`src/rtl/frq_sweep_ctrl.sv`:
```
// Frequency-select sweep sequencer for the ROM-controlled divider.
// Steps f_select through [lo,hi], holding each code for a programmed number of divider output edges.
module frq_sweep_ctrl #(
    parameter int SEL_W   = 5,
    parameter int DWELL_W = 8
) (
    input  logic               clk,
    input  logic               reset,
    input  logic               start,
    input  logic               abort,
    input  logic [1:0]         mode,
    input  logic [SEL_W-1:0]   lo_sel,
    input  logic [SEL_W-1:0]   hi_sel,
    input  logic [DWELL_W-1:0] dwell,
    input  logic               edge_tick,
    output logic [SEL_W-1:0]   f_select,
    output logic               sel_update,
    output logic               busy,
    output logic               done,
    output logic               err
);

    typedef enum logic [1:0] {IDLE, DWELL, DONE} state_t;
    typedef enum logic [1:0] {UP_ONCE = 2'b00, DOWN_ONCE = 2'b01,
                              PING_PONG = 2'b10, UP_WRAP = 2'b11} mode_t;

    state_t             state;
    mode_t              mode_q;
    logic [SEL_W-1:0]   lo_q;
    logic [SEL_W-1:0]   hi_q;
    logic [DWELL_W-1:0] dwell_q;
    logic [DWELL_W-1:0] count;
    logic               dir_down;

    always_ff @(posedge clk) begin
        if (reset) begin
            state      <= IDLE;
            mode_q     <= UP_ONCE;
            lo_q       <= '0;
            hi_q       <= '0;
            dwell_q    <= '0;
            count      <= '0;
            dir_down   <= 1'b0;
            f_select   <= '0;
            sel_update <= 1'b0;
            busy       <= 1'b0;
            done       <= 1'b0;
            err        <= 1'b0;
        end else begin
            sel_update <= 1'b0;
            done       <= 1'b0;
            err        <= 1'b0;
            // abort also swallows a start presented while IDLE
            if (abort) begin
                if (state != IDLE) begin
                    state <= IDLE;
                    busy  <= 1'b0;
                    count <= '0;
                end
            end else begin
                case (state)
                    IDLE: begin
                        if (start) begin
                            if ((lo_sel > hi_sel) || (dwell == '0)) begin
                                err <= 1'b1;
                            end else begin
                                mode_q     <= mode_t'(mode);
                                lo_q       <= lo_sel;
                                hi_q       <= hi_sel;
                                dwell_q    <= dwell;
                                count      <= '0;
                                dir_down   <= (mode == DOWN_ONCE);
                                f_select   <= (mode == DOWN_ONCE) ? hi_sel : lo_sel;
                                sel_update <= 1'b1;
                                busy       <= 1'b1;
                                state      <= DWELL;
                            end
                        end
                    end
                    DWELL: begin
                        if (edge_tick) begin
                            if (count == dwell_q - 1'b1) begin
                                count <= '0;
                                if (!dir_down) begin
                                    if (f_select < hi_q) begin
                                        f_select   <= f_select + 1'b1;
                                        sel_update <= 1'b1;
                                    end else begin
                                        case (mode_q)
                                            PING_PONG: begin
                                                // a single-code range just re-announces the same code
                                                if (lo_q != hi_q) begin
                                                    dir_down <= 1'b1;
                                                    f_select <= f_select - 1'b1;
                                                end
                                                sel_update <= 1'b1;
                                            end
                                            UP_WRAP: begin
                                                f_select   <= lo_q;
                                                sel_update <= 1'b1;
                                            end
                                            default: begin
                                                state <= DONE;
                                                busy  <= 1'b0;
                                                done  <= 1'b1;
                                            end
                                        endcase
                                    end
                                end else begin
                                    if (f_select > lo_q) begin
                                        f_select   <= f_select - 1'b1;
                                        sel_update <= 1'b1;
                                    end else if (mode_q == PING_PONG) begin
                                        if (lo_q != hi_q) begin
                                            dir_down <= 1'b0;
                                            f_select <= f_select + 1'b1;
                                        end
                                        sel_update <= 1'b1;
                                    end else begin
                                        state <= DONE;
                                        busy  <= 1'b0;
                                        done  <= 1'b1;
                                    end
                                end
                            end else begin
                                count <= count + 1'b1;
                            end
                        end
                    end
                    DONE: begin
                        state <= IDLE;
                    end
                    default: begin
                        state <= IDLE;
                    end
                endcase
            end
        end
    end

endmodule
```
`config.mk`:
```
export PLATFORM = sky130hd
export DESIGN_NAME = frq_sweep_ctrl
export DESIGN_NICKNAME = d
export VERILOG_FILES = /design/src/rtl/frq_sweep_ctrl.sv
export SDC_FILE = /design/constraint.sdc
export NUM_CORES = 1
export LEC_CHECK = 0
export ABC_AREA = 1
export ABC_CLOCK_PERIOD_IN_PS = 2550
export BUFFER_PORTS_ARGS = -buffer_cell sky130_fd_sc_hd__buf_2
export CAP_MARGIN = 20
export CORE_MARGIN = 2
export CORE_UTILIZATION = 59
export DETAILED_ROUTE_END_ITERATION = 8
export PLACE_DENSITY = 0.84
export SETUP_SLACK_MARGIN = 0.3
export SLEW_MARGIN = 10
export SYNTH_ARGS = -nofsm -noshare
export SYNTH_HDL_FRONTEND = slang
export SYNTH_SLANG_ARGS = --single-unit
export TNS_END_PERCENT = 100
```
`constraint.sdc`:
```
create_clock -name clk -period 2.55 [get_ports clk]
set_input_delay 0.1275 -clock clk [delete_from_list [all_inputs] [get_ports clk]]
set_output_delay 0.1275 -clock clk [all_outputs]
set_load 0.1 [all_outputs]
```
==> flow_summary.json, run 1 <==
{
  "outcome": "finished clean",
  "dr.first_iter.drc_count": 277,
  "avgSynthCellArea_um2": 6.25,
  "hp-start": "dwell[7]",
  "synth.distinct_cells": 37,
  "holdPathStages": 3,
  "synth_area_um2": 3070,
  "p_switching_w": 0.00105,
  "gp_congestion": 0.935,
  "start_kind": "flop",
  "r2r_cells": 16,
  "layout.nets": 567,
  "worst_pin_slew_ns": 0.610,
  "path_max_fanout": 6,
  "die-height_um": 76.1,
  "diodes": 0,
  "syn_nets": 534,
  "r2r-end": "f_select[3]$_SDFFE_PP0P_",
  "seq_area_um2": 807,
  "finalPower_w": 0.00236,
  "min_path_type": "input pin to flop",
  "dr.pass1.iters": 4,
  "via_per_inst": 5.38,
  "hold_end": "dwell_q[7]$_SDFFE_PP0P_",
  "internal-power_w": 0.00131,
  "antenna_found_initial": 0,
  "grt_pass1_vias": 3013,
  "p_per_area_nw_per_um2": 693,
  "path_clk_slew_ns": 0.09,
  "grt_max_degree": 38,
  "cts_buffer_depth": 2,
  "finalSetupViolations": 0,
  "fp-row-count": 26,
  "swShare": 0.445,
  "final_common_cell": "nand2_1",
  "wl_mm": 7.79,
  "reg2reg_slack_ns": 0.48,
  "finalMaxSlewViolations": 0,
  "pwr-share-comb": 0.453,
  "crit_start": "lo_q[4]$_SDFFE_PP0P_",
  "core_um2": 5070,
  "layout-drive-gt1-share": 0.147,
  "drv_cap": 0,
  "irDropWorstVdd_mv": 0.460,
  "multi_input_area_um2": 1940,
  "ios": 34,
  "synth_warnings": 0,
  "finalInstanceArea_um2": 3410,
  "grt_pass1_wl_mm": 13.2,
  "pwr-share-seq": 0.315,
  "r2r-start": "lo_q[4]$_SDFFE_PP0P_",
  "vias": 3200,
  "fin_skew_ns": 0.00412,
  "critical-path-max-stage-delay_ns": 0.38,
  "cts.htree.levels": 2,
  "drtAntennaViolNets": 0,
  "fin_tns_setup_ns": 0,
  "cts_tree": "yes",
  "cts_made_buffers": 5,
  "period_share": 0.810,
  "critPathTopFamily": "simple AND/OR/NAND/NOR gates",
  "power.leakage_nw": 1.69,
  "drcViolationCount": 0,
  "syn2layout_area_growth_pct": 11.0,
  "die_w_um": 76.1,
  "fmax_ghz": 0.484,
  "hold_viol": 0,
  "final_cell_mix": "nand2_1 (139), inv_1 (66), nor2_1 (48), nand3_1 (48), dfxtp_1 (35)",
  "critPathSlowestCell": "dfxtp_1",
  "start_util": 0.605,
  "cp_data_required_time_ns": 2.78,
  "clock-sinks": 40,
  "wl_per_cell_um": 13.1,
  "end_kind": "flop",
  "arrival_ns": 2.30,
  "synthCells": 491,
  "track_usage": 0.275,
  "clk_latency_ns": 0.30,
  "period_minus_slack_ns": 2.07,
  "ys.flop_type": "dfxtp_1",
  "crit_chain": "inv_1 > ha_1 > nand2_1 > nor2_1 > nand2_1 > nand3_2 > nand2_2 > inv_2 > nor2_1 > nand2_1 > nand2_1 > nand2_2 > nand3_4 > nand2_1 > inv_1 > nor2_1",
  "rsz0062_at_grt": "yes",
  "clkPwrFrac": 0.232,
  "cp_num_buf_inv": 3,
  "critPathKind": "flop to flop",
  "cpMostUsedCell": "nand2_1",
  "die_area_um2": 5790,
  "synth_seq_area_share": 0.261,
  "synth_seq_cells": 40,
  "grt-ovfl-total": 0,
  "synth-edff-count": 0,
  "place_area_um2": 3270,
  "n_fill_cell": 480,
  "cts_root_buffer": "clkbuf_8",
  "postCtsHoldBufs": 0,
  "io_buffers": 33,
  "slew_headroom": 0.592,
  "hpwlAfterDp_mm": 6.10,
  "synth_async_sr_flop_share": 0
}
==> metal layers <==
metal / up-vias / GRT usage / routed length (um)
met5: - / 0 / 0
met1: 1462 / 0.351 / 3700
met3: 16 / 0.0450 / 348
met4: 0 / 0.113 / 166
li1: 1640 / - / -
met2: 82 / 0.463 / 3580
==> timing repair <==
action,in CTS,in global routing
buffers inserted,0,0
endpoints found under the setup margin,0,13
resized for setup,0,7
==> power groups by stage <==
stage               Clock (W)  Combinational [W]  Sequential [W]
detailed placement          0            0.00103        0.000756
floorplan                   0           0.000723        0.000854
global placement            0            0.00101        0.000754
finish               0.000546            0.00107        0.000743
CTS                  0.000557            0.00104        0.000741
global route         0.000581            0.00120        0.000751
==> final cells by class <==
class / count / area share
Timing Repair Buffer: 36 / 0.0551
Multi-Input combinational cell: 370 / 0.570
Clock buffer: 5 / 0.0202
Sequential cell: 40 / 0.237
Inverter: 71 / 0.0783
Tap cell: 70 / 0.0257
Clock inverter: 3 / 0.0136
==> worst max path at each step <==
stage / end / slack (ns) / cells after the start
after floorplan: f_select[0]$_SDFFE_PP0P_ / 0.41 / 15
after global placement: lo_q[4]$_SDFFE_PP0P_ / 0.46 / 11
after detailed placement: f_select[3]$_SDFFE_PP0P_ / 0.42 / 16
after CTS: f_select[3]$_SDFFE_PP0P_ / 0.40 / 16
after global routing: f_select[3]$_SDFFE_PP0P_ / 0.30 / 16
final: f_select[3]$_SDFFE_PP0P_ / 0.48 / 16
==> kinds of logic (layout without fill, tap and decap cells) <==
family / Yosys count / count (layout) / synth area share
AOI/OAI and AO/OA: 71 / 71 / 0.128
xor gates and xnor gates: 11 / 11 / 0.0314
adders and majority gates: 18 / 18 / 0.0734
buffers and inverters: 81 / 115 / 0.113
DFF: 40 / 40 / 0.261
and+or+nand+nor: 270 / 270 / 0.393
==> sequential cells by signal (all words and copies together), names as in the netlist <==
register,count
count,8
dwell_q,8
f_select,5
hi_q,5
lo_q,5
mode_q,2
state,2
busy,1
dir_down,1
done,1
err,1
sel_update,1
==> metrics by stage <==
step                setup slack, ns  utilization  std cells  hold slack (ns)
global placement              0.463        0.644        587            0.416
finish                        0.484        0.671        595            0.101
CTS                           0.401        0.667        595           0.0875
floorplan                     0.407            -        491            0.292
global route                  0.303        0.671        595           0.0975
detailed placement            0.422        0.644        587            0.416
==> worst reg2reg max path, stage by stage (launching register included) <==
cell	delay, ns
dfxtp_1	0.38
inv_1	0.09
ha_1	0.31
nand2_1	0.07
nor2_1	0.13
nand2_1	0.08
nand3_2	0.11
nand2_2	0.10
inv_2	0.09
nor2_1	0.05
nand2_1	0.07
nand2_1	0.06
nand2_2	0.11
nand3_4	0.11
nand2_1	0.07
inv_1	0.03
nor2_1	0.11
==> synth_stat cells (2+ instances only) <==
cell type  instances  area, um2
o211ai_1           5       37.5
a21oi_1           32        160
nand4_1            2       12.5
nand3_1           49        245
o21ai_0           27        135
nand3_2            3       30.0
nor2_1            49        184
buf_2              2       10.0
xor2_1             9       78.8
clkbuf_1           2       7.51
dfxtp_1           40        801
nor4_1             2       12.5
buf_6              3       33.8
nand2_2            7       43.8
o21bai_1           2       15.0
nand3b_1           4       30.0
inv_2              3       11.3
nor2_2             3       18.8
nor3_1             5       25.0
nand2_1          139        522
xnor2_1            2       17.5
ha_1              18        225
inv_1             68        255
buf_4              2       15.0
Power figures use the tool's default switching activity.
==> run 2: changes to the inputs <==
--- a/config.mk
+++ b/config.mk
@@ -5,14 +5,14 @@
 export SDC_FILE = /design/constraint.sdc
 export NUM_CORES = 1
 export LEC_CHECK = 0
-export ABC_AREA = 1
-export ABC_CLOCK_PERIOD_IN_PS = 2550
+export ABC_AREA = 0
+export ABC_CLOCK_PERIOD_IN_PS = 1900
 export BUFFER_PORTS_ARGS = -buffer_cell sky130_fd_sc_hd__buf_2
 export CAP_MARGIN = 20
 export CORE_MARGIN = 2
-export CORE_UTILIZATION = 59
+export CORE_UTILIZATION = 53
 export DETAILED_ROUTE_END_ITERATION = 8
-export PLACE_DENSITY = 0.84
+export PLACE_DENSITY = 0.81
 export SETUP_SLACK_MARGIN = 0.3
 export SLEW_MARGIN = 10
 export SYNTH_ARGS = -nofsm -noshare
==> constraint.sdc (replaced) <==
create_clock -name clk -period 1.9 [get_ports clk]
set_input_delay 0.095 -clock clk [delete_from_list [all_inputs] [get_ports clk]]
set_output_delay 0.095 -clock clk [all_outputs]
set_load 0.1 [all_outputs]
==> flow_summary.json, run 2 <==
{
  "outcome": "finished with violations",
  "violations": "negative setup slack",
  "grt_pass1_wl_mm": 16.0,
  "core_um2": 5140,
  "postCtsHoldBufs": 0,
  "cp_data_required_time_ns": 2.13,
  "worstSetupEndpoint": "f_select[2]$_SDFFE_PP0P_",
  "reg2reg_slack_ns": -0.68,
  "dr.pass1.iters": 5,
  "avgSynthCellArea_um2": 7.97,
  "ys.flop_type": "dfxtp_1",
  "hpwlAfterDp_mm": 6.24,
  "finalPower_w": 0.00259,
  "finalMaxSlewViolations": 0,
  "wl_mm": 10.3,
  "fin_skew_ns": 0.0163,
  "top_regs": "count (8), dwell_q (8)",
  "dp_slack_ns": -0.668,
  "synth.top_cell.area_share": 0.283,
  "synth_seq_cells": 40,
  "hold_slack_ns": 0.0478,
  "final_util": 0.785,
  "rsz0062_at_grt": "yes",
  "fmax_ghz": 0.388,
  "arrival_ns": 2.80,
  "slew_headroom": 0.397,
  "synth_async_sr_flop_share": 0,
  "critPathKind": "flop to flop",
  "cts_made_buffers": 5,
  "crit_chain": "inv_2 > ha_4 > xnor2_2 > o22ai_2 > a2111oi_4 > nand4_2 > a2111o_1 > a221o_1 > a21oi_2",
  "layout-drive-gt1-share": 0.410,
  "wl_met2_mm": 5.05,
  "hold_viol": 0,
  "synthTopCellsByArea": "dfxtp_1 (28%), mux2i_1 (8.8%), ha_1 (8.0%)",
  "end_kind": "flop",
  "critical-path-max-stage-delay_ns": 0.55,
  "final_common_cell": "buf_4",
  "grt_pass1_vias": 3317,
  "die_w_um": 77.1,
  "start_kind": "flop",
  "period_share": 1.36,
  "synthTopCellsByCount": "nor2_1 (47), dfxtp_1 (40), mux2i_1 (25), a21oi_1 (24), inv_1 (24)",
  "crit_start": "dwell_q[0]$_SDFFE_PP0P_",
  "path_clk_slew_ns": 0.08,
  "die_area_um2": 5940,
  "via_per_inst": 6.37,
  "worst_pin_slew_ns": 0.901,
  "wl_per_cell_um": 19.7,
  "synthCells": 355,
  "clock-sinks": 40,
  "synth_area_um2": 2830,
  "r2r-end": "f_select[2]$_SDFFE_PP0P_",
  "synth-edff-count": 0,
  "final_cell_mix": "buf_4 (71), nor2_1 (45), buf_2 (32)",
  "r2r_cells": 9,
  "drv_cap": 0,
  "period_minus_slack_ns": 2.58,
  "io_buffers": 33,
  "fin_ws_ns": -0.676,
  "grt-ovfl-total": 0,
  "ios": 34,
  "syn_nets": 398,
  "gp_congestion": 0.963,
  "syn2layout_area_growth_pct": 42.7,
  "p_per_area_nw_per_um2": 641,
  "clk_latency_ns": 0.31,
  "track_usage": 0.340,
  "dr.first_iter.drc_count": 609,
  "cts_root_buffer": "clkbuf_8",
  "diodes": 0,
  "synth_seq_area_share": 0.283,
  "grt_max_degree": 27,
  "r2r-start": "dwell_q[0]$_SDFFE_PP0P_",
  "start_util": 0.550,
  "yosysMostFrequentCell": "nor2_1",
  "fp-row-count": 26,
  "m1WireLength_mm": 3.77,
  "fin_tns_setup_ns": -8.61,
  "antenna_found_initial": 0,
  "vias": 3340,
  "drtAntennaViolNets": 0,
  "cts_buffer_depth": 2,
  "finalSetupViolations": 26,
  "layout.nets": 496,
  "synth_top_area_cell": "dfxtp_1",
  "cts.htree.levels": 2,
  "path_max_fanout": 6,
  "irDropWorstVdd_mv": 0.489,
  "routed.top_layer": "met4",
  "critPathSlowestCell": "a2111o_1",
  "cts_tree": "yes",
  "die-height_um": 77.1,
  "n_fill_cell": 323,
  "drcViolationCount": 0,
  "met3WireLength_mm": 1.01,
  "min_path_type": "input pin to flop",
  "synth.distinct_cells": 58,
  "synth_warnings": 0,
  "power.leakage_nw": 1.85
}
run 2: worst min path at each step:
| stage | from | end | slack (ns) | cells past startpoint |
|---|---|---|---|---|
| floorplan | start | err$_SDFF_PP0_ | 0.22 | 2 |
| global placement | dwell[2] | dwell_q[2]$_SDFFE_PP0P_ | 0.34 | 3 |
| detailed placement | dwell[2] | dwell_q[2]$_SDFFE_PP0P_ | 0.35 | 3 |
| CTS | start | err$_SDFF_PP0_ | 0.05 | 3 |
| global route | start | err$_SDFF_PP0_ | 0.08 | 3 |
| finish | dwell[2] | dwell_q[2]$_SDFFE_PP0P_ | 0.05 | 3 |
run 2: cell families (layout without fill, tap and decap cells):
logic type	after synthesis	in the layout	synth area share
XOR/XNOR	20	20	0.0619
adder cells (fa/ha/maj)	18	18	0.0796
AO/OA/AOI/OAI	76	76	0.188
flip-flops	40	40	0.283
multiplexers	25	25	0.0885
AND/OR/NAND/NOR	133	135	0.239
buffers and inverters	43	140	0.0606
run 2: per-layer routing:
metal,track usage,vias to the layer above
li1,-,1461
met1,0.401,1538
met2,0.600,276
met3,0.0588,65
met4,0.155,0
met5,0,-
run 2: per-stage QoR:
stage / instances / cell area (um2)
final: 524 / 4040
after global routing: 524 / 4040
after CTS: 522 / 3950
after detailed placement: 507 / 3640
after global placement: 507 / 3640
after floorplan: 355 / 3000
run 2: final cells by class:
type                    count  area [um2]  share of cell area
repair buffers            108         753               0.187
well taps                  70        87.6              0.0217
clock buffers               7        76.3              0.0189
clock inverters             1        5.00             0.00124
multi-input cells         274        2180               0.539
inverters                  24         108              0.0267
flip-flops and latches     40         830               0.206
run 2: critical path: cells and delay by family (launching register included):
family / cells / cell delay, ns
AO/OA/AOI/OAI: 5 / 1.49
flip-flops: 1 / 0.39
adder cells (fa/ha/maj): 1 / 0.19
XOR/XNOR: 1 / 0.19
AND/OR/NAND/NOR: 1 / 0.17
buffers and inverters: 1 / 0.07
run 2: repair_timing:
item | in CTS | in global routing
endpoints found under the setup margin | 39 | 39
buffers inserted | 5 | 2
cloned | 2 | 0
pin swaps | 32 | 10
resized for setup | 47 | 15
run 2: report_power, final:
| part | switching (W) | internal, W |
|---|---|---|
| combinational | 0.000616 | 0.000485 |
| clock | 0.000314 | 0.000258 |
| sequential | 0.0000440 | 0.000872 |
| total | 0.000974 | 0.00162 |
